`config.mk`:
```
export PLATFORM = sky130hd
export DESIGN_NAME = change_dispenser
export DESIGN_NICKNAME = d
export VERILOG_FILES = /design/src/rtl/vend_pkg.sv /design/src/rtl/coin_selector.sv /design/src/rtl/change_dispenser.sv
export SDC_FILE = /design/constraint.sdc
export NUM_CORES = 1
export LEC_CHECK = 0
export CORE_MARGIN = 2
export CORE_UTILIZATION = 35
export DETAILED_ROUTE_END_ITERATION = 16
export GPL_TIMING_DRIVEN = 0
export PLACE_DENSITY = 0.66
export SLEW_MARGIN = 20
export SYNTH_ARGS = -nofsm -noshare
export SYNTH_HDL_FRONTEND = slang
export SYNTH_SLANG_ARGS = --single-unit
```
`constraint.sdc`:
```
create_clock -name clk_i -period 5.2 [get_ports clk_i]
set_input_delay 1.04 -clock clk_i [delete_from_list [all_inputs] [get_ports clk_i]]
set_output_delay 1.04 -clock clk_i [all_outputs]
set_load 0.01 [all_outputs]
```
`src/rtl/vend_pkg.sv`:
```
// Shared vending types: coin codes, coin values in nickels and the dispenser state encoding.
package vend_pkg;

   typedef enum logic [1:0] {
      COIN_NONE    = 2'b00,
      COIN_NICKEL  = 2'b01,
      COIN_DIME    = 2'b10,
      COIN_QUARTER = 2'b11
   } coin_t;

   localparam int unsigned NickelVal  = 1;
   localparam int unsigned DimeVal    = 2;
   localparam int unsigned QuarterVal = 5;

   typedef enum logic [2:0] {
      StIdle,
      StSelect,
      StDispense,
      StDone,
      StFault
   } disp_state_t;

   // Value of a coin code in nickels; COIN_NONE is worth nothing.
   function automatic int unsigned coin_value(coin_t c);
      case (c)
         COIN_QUARTER: return QuarterVal;
         COIN_DIME:    return DimeVal;
         COIN_NICKEL:  return NickelVal;
         default:      return 0;
      endcase
   endfunction

endpackage

```
`src/rtl/coin_selector.sv`:
```
// Greedy coin pick: largest coin that fits the remaining amount and is in stock.
module coin_selector import vend_pkg::*; #(
   parameter int unsigned AMT_W = 5,
   parameter int unsigned INV_W = 6
) (
   input  logic [AMT_W-1:0] remaining_i,
   input  logic [INV_W-1:0] inv_q_i,
   input  logic [INV_W-1:0] inv_d_i,
   input  logic [INV_W-1:0] inv_n_i,
   output logic [1:0]       coin_o,
   output logic             none_usable_o
);

   // Priority pick quarter > dime > nickel; none_usable only when something is still owed.
   always_comb begin
      coin_o = COIN_NONE;
      if (remaining_i >= AMT_W'(QuarterVal) && inv_q_i != '0) begin
         coin_o = COIN_QUARTER;
      end else if (remaining_i >= AMT_W'(DimeVal) && inv_d_i != '0) begin
         coin_o = COIN_DIME;
      end else if (remaining_i >= AMT_W'(NickelVal) && inv_n_i != '0) begin
         coin_o = COIN_NICKEL;
      end
      none_usable_o = (remaining_i != '0) && (coin_o == COIN_NONE);
   end

endmodule

```
`src/rtl/change_dispenser.sv`:
```
// Coin-return engine: pays out a nickel amount one coin at a time over a valid/ack handshake.
module change_dispenser import vend_pkg::*; #(
   parameter int unsigned AMT_W   = 5,
   parameter int unsigned INV_W   = 6,
   parameter int unsigned TIMEOUT = 1000
) (
   input  logic             clk_i,
   input  logic             rst_ni,
   input  logic             start_i,
   input  logic [AMT_W-1:0] change_amt_i,
   input  logic             restock_i,
   input  logic [INV_W-1:0] restock_q_i,
   input  logic [INV_W-1:0] restock_d_i,
   input  logic [INV_W-1:0] restock_n_i,
   output logic             busy_o,
   output logic             coin_valid_o,
   output logic [1:0]       coin_code_o,
   input  logic             coin_ack_i,
   output logic             done_o,
   output logic             short_flag_o,
   output logic [AMT_W-1:0] short_amt_o,
   output logic             fault_o,
   output logic [INV_W-1:0] inv_q_o,
   output logic [INV_W-1:0] inv_d_o,
   output logic [INV_W-1:0] inv_n_o
);

   localparam int unsigned TmoW = $clog2(TIMEOUT + 1);

   disp_state_t      state_q, state_d;
   logic [AMT_W-1:0] remaining_q, remaining_d;
   coin_t            coin_q, coin_d;
   logic [INV_W-1:0] inv_qtr_q, inv_qtr_d;
   logic [INV_W-1:0] inv_dim_q, inv_dim_d;
   logic [INV_W-1:0] inv_nik_q, inv_nik_d;
   logic [TmoW-1:0]  tmo_q, tmo_d;
   logic             short_flag_q, short_flag_d;
   logic [AMT_W-1:0] short_amt_q, short_amt_d;

   logic [1:0]       pick;
   logic             none_usable;
   logic             tmo_hit;

   coin_selector #(
      .AMT_W(AMT_W),
      .INV_W(INV_W)
   ) u_coin_selector (
      .remaining_i  (remaining_q),
      .inv_q_i      (inv_qtr_q),
      .inv_d_i      (inv_dim_q),
      .inv_n_i      (inv_nik_q),
      .coin_o       (pick),
      .none_usable_o(none_usable)
   );

   // This cycle is the TIMEOUT-th one spent in DISPENSE.
   assign tmo_hit = (tmo_q == TmoW'(TIMEOUT - 1));

   // State register.
   always_ff @(posedge clk_i) begin
      if (!rst_ni) state_q <= StIdle;
      else         state_q <= state_d;
   end

   // Next-state logic.
   always_comb begin
      state_d = state_q;
      case (state_q)
         StIdle:     if (start_i) state_d = StSelect;
         StSelect:   state_d = (pick != COIN_NONE) ? StDispense : StDone;
         StDispense: begin
            if (coin_ack_i)   state_d = StSelect;
            else if (tmo_hit) state_d = StFault;
         end
         StDone:     state_d = StIdle;
         StFault:    state_d = StFault;
         default:    state_d = StIdle;
      endcase
   end

   // Datapath next values: amount, latched coin, inventory, timeout and short result.
   always_comb begin
      remaining_d  = remaining_q;
      coin_d       = coin_q;
      inv_qtr_d    = inv_qtr_q;
      inv_dim_d    = inv_dim_q;
      inv_nik_d    = inv_nik_q;
      tmo_d        = '0;
      short_flag_d = short_flag_q;
      short_amt_d  = short_amt_q;
      case (state_q)
         StIdle: begin
            if (restock_i) begin
               inv_qtr_d = restock_q_i;
               inv_dim_d = restock_d_i;
               inv_nik_d = restock_n_i;
            end
            if (start_i) remaining_d = change_amt_i;
         end
         StSelect: begin
            coin_d       = coin_t'(pick);
            short_flag_d = none_usable;
            short_amt_d  = none_usable ? remaining_q : '0;
         end
         StDispense: begin
            if (coin_ack_i) begin
               // Picked coin never exceeds remaining, so this cannot underflow.
               remaining_d = remaining_q - AMT_W'(coin_value(coin_q));
               case (coin_q)
                  COIN_QUARTER: if (inv_qtr_q != '0) inv_qtr_d = inv_qtr_q - INV_W'(1);
                  COIN_DIME:    if (inv_dim_q != '0) inv_dim_d = inv_dim_q - INV_W'(1);
                  COIN_NICKEL:  if (inv_nik_q != '0) inv_nik_d = inv_nik_q - INV_W'(1);
                  default: ;
               endcase
            end else begin
               tmo_d = tmo_q + TmoW'(1);
            end
         end
         default: ;
      endcase
   end

   // Datapath registers.
   always_ff @(posedge clk_i) begin
      if (!rst_ni) begin
         remaining_q  <= '0;
         coin_q       <= COIN_NONE;
         inv_qtr_q    <= '0;
         inv_dim_q    <= '0;
         inv_nik_q    <= '0;
         tmo_q        <= '0;
         short_flag_q <= 1'b0;
         short_amt_q  <= '0;
      end else begin
         remaining_q  <= remaining_d;
         coin_q       <= coin_d;
         inv_qtr_q    <= inv_qtr_d;
         inv_dim_q    <= inv_dim_d;
         inv_nik_q    <= inv_nik_d;
         tmo_q        <= tmo_d;
         short_flag_q <= short_flag_d;
         short_amt_q  <= short_amt_d;
      end
   end

   // Outputs decoded from state; short result is only exposed alongside done.
   always_comb begin
      busy_o       = (state_q != StIdle) && (state_q != StFault);
      coin_valid_o = (state_q == StDispense);
      coin_code_o  = coin_valid_o ? coin_q : COIN_NONE;
      done_o       = (state_q == StDone);
      short_flag_o = done_o && short_flag_q;
      short_amt_o  = done_o ? short_amt_q : '0;
      fault_o      = (state_q == StFault);
      inv_q_o      = inv_qtr_q;
      inv_d_o      = inv_dim_q;
      inv_n_o      = inv_nik_q;
   end

endmodule
```
==> impl_results.md <==
* Crit path launch: state_q[2]
* Hold path start: short_amt_q[3]
* # port buffers at 57
* Cts hold-fix bufs at 0
* Antenna cell count at 0
* Crit path arrival time at 2.64 ns
* CP startpoint kind: register
* Layout area overhead at 30.73%
* Min cycle time layout at 3.677 ns
* Initial antenna violation count at 0
* Reg power frac at 37.9%
* Leakage power at 1.247 nW
* GR met3 Demand/Resource at 3.255%
* Clock group share of total power at 24.1%
* Max Fanout on Critical Path at 10
* Worst hold stages at 2
* Flip-flop and latch count after synthesis at 44
* Met2 Use GR at 31.47%
* Max Cap Viol at 0
* Grt peak-use layer: met2
* Chip width at 90.56 µm
* Final Cell Area at 3428 µm²
* Root buffer cell: clkbuf_8
* H-tree depth at 2
* Post-synth top cells: dfxtp_1 (44), nor2_1 (40), nand2_1 (38)
* Yosys cell types at 59
* Clk_lat worst skew at 0.30 ns
* Flop2flop setup slack at 2.95 ns
* Hold Crit Class: register to register
* Layout cells sized above 1 at 5.736%
* Cell taking the most area after synthesis: dfxtp_1
* FP Rows at 31
* Register clock-pin slew on the reported worst setup and hold paths at 0.09 ns
* Layout Nets at 436
* Worst vdd ir at 0.0001795 V
* HPWL reported at the end of detailed placement at 5673 µm
* Die area at 8201 µm²
* Worst Setup End Kind: primary output
* Initial DRT Pass Iterations at 5
* Hold Path End: short_amt_q[3]
* Syn_nets at 372
* I/O pin count at 58
* Post-DP Area at 3317 µm²
* Core Util, Final at 47.27%
* R2r endpoint: short_flag_q
* GRT overflow at 0
* Via count at 2758
* Post-route DRC at 0
* Number of fillers in the final layout at 756
* Slew at the pin closest to its max-slew limit at 1.037 ns
* Avg Inst Size Synth at 7.805 µm²
* CTS tree: yes
* Antenna Violating Nets Remaining at 0
* RSZ-0062 raised after global routing: false
* Met1 GRT Util at 24.87%
* Fmax achieved at 271.9 MHz
* Post-cts resize count at 0
* PD cells at 325.2 nW/µm²
* Synth top area cells: dfxtp_1 (34%), nor2_1 (5.7%), nand2_1 (5.4%), ha_1 (3.3%), a21oi_1 (3.2%)
* Largest net degree at the start of global routing at 15
* Yosys Warn Count at 0
* Net Sw Frac at 36.51%
* Final TNS setup at 0 ns
* Via/cell ratio at 5.516
* Mux share of post-synthesis cell area at 1.908%
* Initial DRC count at 162
* R2r worst-path depth at 6
* Final Hold Viols at 0
* Main combinational cell family by area after synthesis: simple AND/OR/NAND/NOR gates
* Slew margin rel. at 30.74%
* Crit-path max cell delay at 0.53 ns
* Routability congestion estimate at 0.8421
* Final cell count without fillers at 500
* Top-area cell type share of the netlist area at 33.59%
* WHS at 0.4564 ns
* Synthesized area at 2623 µm²
* Final wirelength at 7670 µm
* Vias in the first global route at 2572
* Post-Syn Instances at 336
* Post-synthesis compound-gate area fraction at 24.33%
* Comb power frac at 38.0%
* WL per Instance at 15.34 µm
* Asr flop ratio synth at 0%
* Switch Pwr at 0.4071 mW
* Required time of the worst setup path at 4.16 ns
* Internal power at 0.7078 mW
* Post-synthesis sequential area ratio at 33.59%
* First-pass GRT wire length at 12650 µm
* CP Cell Sequence: or3b_1 -> buf_2 -> inv_2 -> buf_1 -> and2_1 -> clkdlybuf4s50_1
* Critical path class: register to primary output
* Cells after DPL at 492
* Endpoints failing setup at 0
* Slew Limit Fails at 0
* Core Footprint at 7253 µm²
* Clock tree sinks at 44
* Slowest cell on the critical path: clkdlybuf4s50_1
* Global-route usage over all layers at 18.61%
* R2r startpoint: inv_d_o[0]
* Starting Density at 36.16%
* Clk buf depth at 2
* Adder-cell share of the synthesized area at 4.103%
* Die height at 90.56 µm
* Post-Synth XOR/XNOR Area at 2.672%
* Total CTS buffers at 5
* Count leader, synth: dfxtp_1
* Clock Skews at 0.002576 ns
* EDFF count, synth at 0
* Top FF cell, synth: dfxtp_1
* Outcome: finished clean
* Period Utilization, post-route at 70.72%
* Synth Area in Simple Gates at 28.44%
* Setup repair bufs after CTS at 0
registers in the layout, indices dropped and copies added, names as in the netlist:
signal / flops
inv_n_o: 6
tmo_q: 10
inv_q_o: 6
short_flag_q: 1
coin_q: 2
state_q: 3
short_amt_q: 5
inv_d_o: 6
remaining_q: 5
cells by family (layout without fill, tap and decap cells):
kind of cell	after synthesis	count (layout)
buffers and inverters	33	98
adder cells (fa/ha/maj)	8	8
AO/OA/AOI/OAI	92	92
flip-flops	44	44
multiplexers	5	5
AND/OR/NAND/NOR	146	146
XOR/XNOR	8	8
layout by cell type (no fill, tap or decap), drive strengths merged, types with 3 or more instances in the layout:
cell / count
o22ai: 5
dfxtp: 44
nand2b: 7
o32ai: 6
clkbuf: 13
o31ai: 3
a31oi: 4
o21ai: 16
or4: 3
and3: 7
clkdlybuf4s50: 57
xnor2: 6
or2: 3
or3: 3
nand4: 4
nor2: 40
o211a: 3
a211oi: 11
nand3: 4
a21oi: 17
mux2i: 5
buf: 8
ha: 7
nor3b: 3
and2: 14
inv: 16
nand2: 38
o21a: 5
a311oi: 3
nor3: 9
cell type report:
class                   count  area (µm²)  area share, %
clock buffers               5       68.82          2.007
inverters                  17       63.81          1.861
well taps                  99       123.9          3.613
repair buffers             57       570.5          16.64
flip-flops and latches     44       880.8          25.69
plain buffers              16       66.31          1.934
clock inverters             3       42.54          1.241
multi-input cells         259        1612          47.01
critical path: cells and delay by family, from the launching register on:
family	cells	cell delay (ns)
buffers and inverters	4	1.36
DFF	1	0.36
and+or+nand+nor	2	0.62
worst max path at each step:
stage          slack (ns)              to
2_1_floorplan        2.63  coin_code_o[0]
3_3_place_gp         1.86  coin_code_o[1]
3_5_place_dp         1.88  coin_code_o[1]
4_1_cts              1.53  coin_code_o[1]
5_1_grt              1.40  coin_code_o[1]
6_report             1.52  coin_code_o[1]
per-layer routing:
metal | part of all wire (%) | routed length (µm)
met1 | 47 | 3579
met2 | 46 | 3549
met3 | 5.9 | 449
met4 | 1.2 | 91
met5 | 0 | 0
power by group through the flow:
stage	combinational (mW)	sequential, mW	clock [mW]
2_1_floorplan	0.262	0.426	0
3_3_place_gp	0.414	0.428	0
3_5_place_dp	0.420	0.428	0
4_1_cts	0.422	0.421	0.271
5_1_grt	0.465	0.429	0.282
6_report	0.424	0.422	0.269
through the flow:
| step | setup WS [ns] | power [mW] |
|---|---|---|
| final | 1.523 | 1.115 |
| after global routing | 1.398 | 1.176 |
| after global placement | 1.858 | 0.8418 |
| after CTS | 1.531 | 1.114 |
| after detailed placement | 1.877 | 0.8483 |
| after floorplan | 2.632 | 0.6884 |
(Power assumes the default switching activity.)
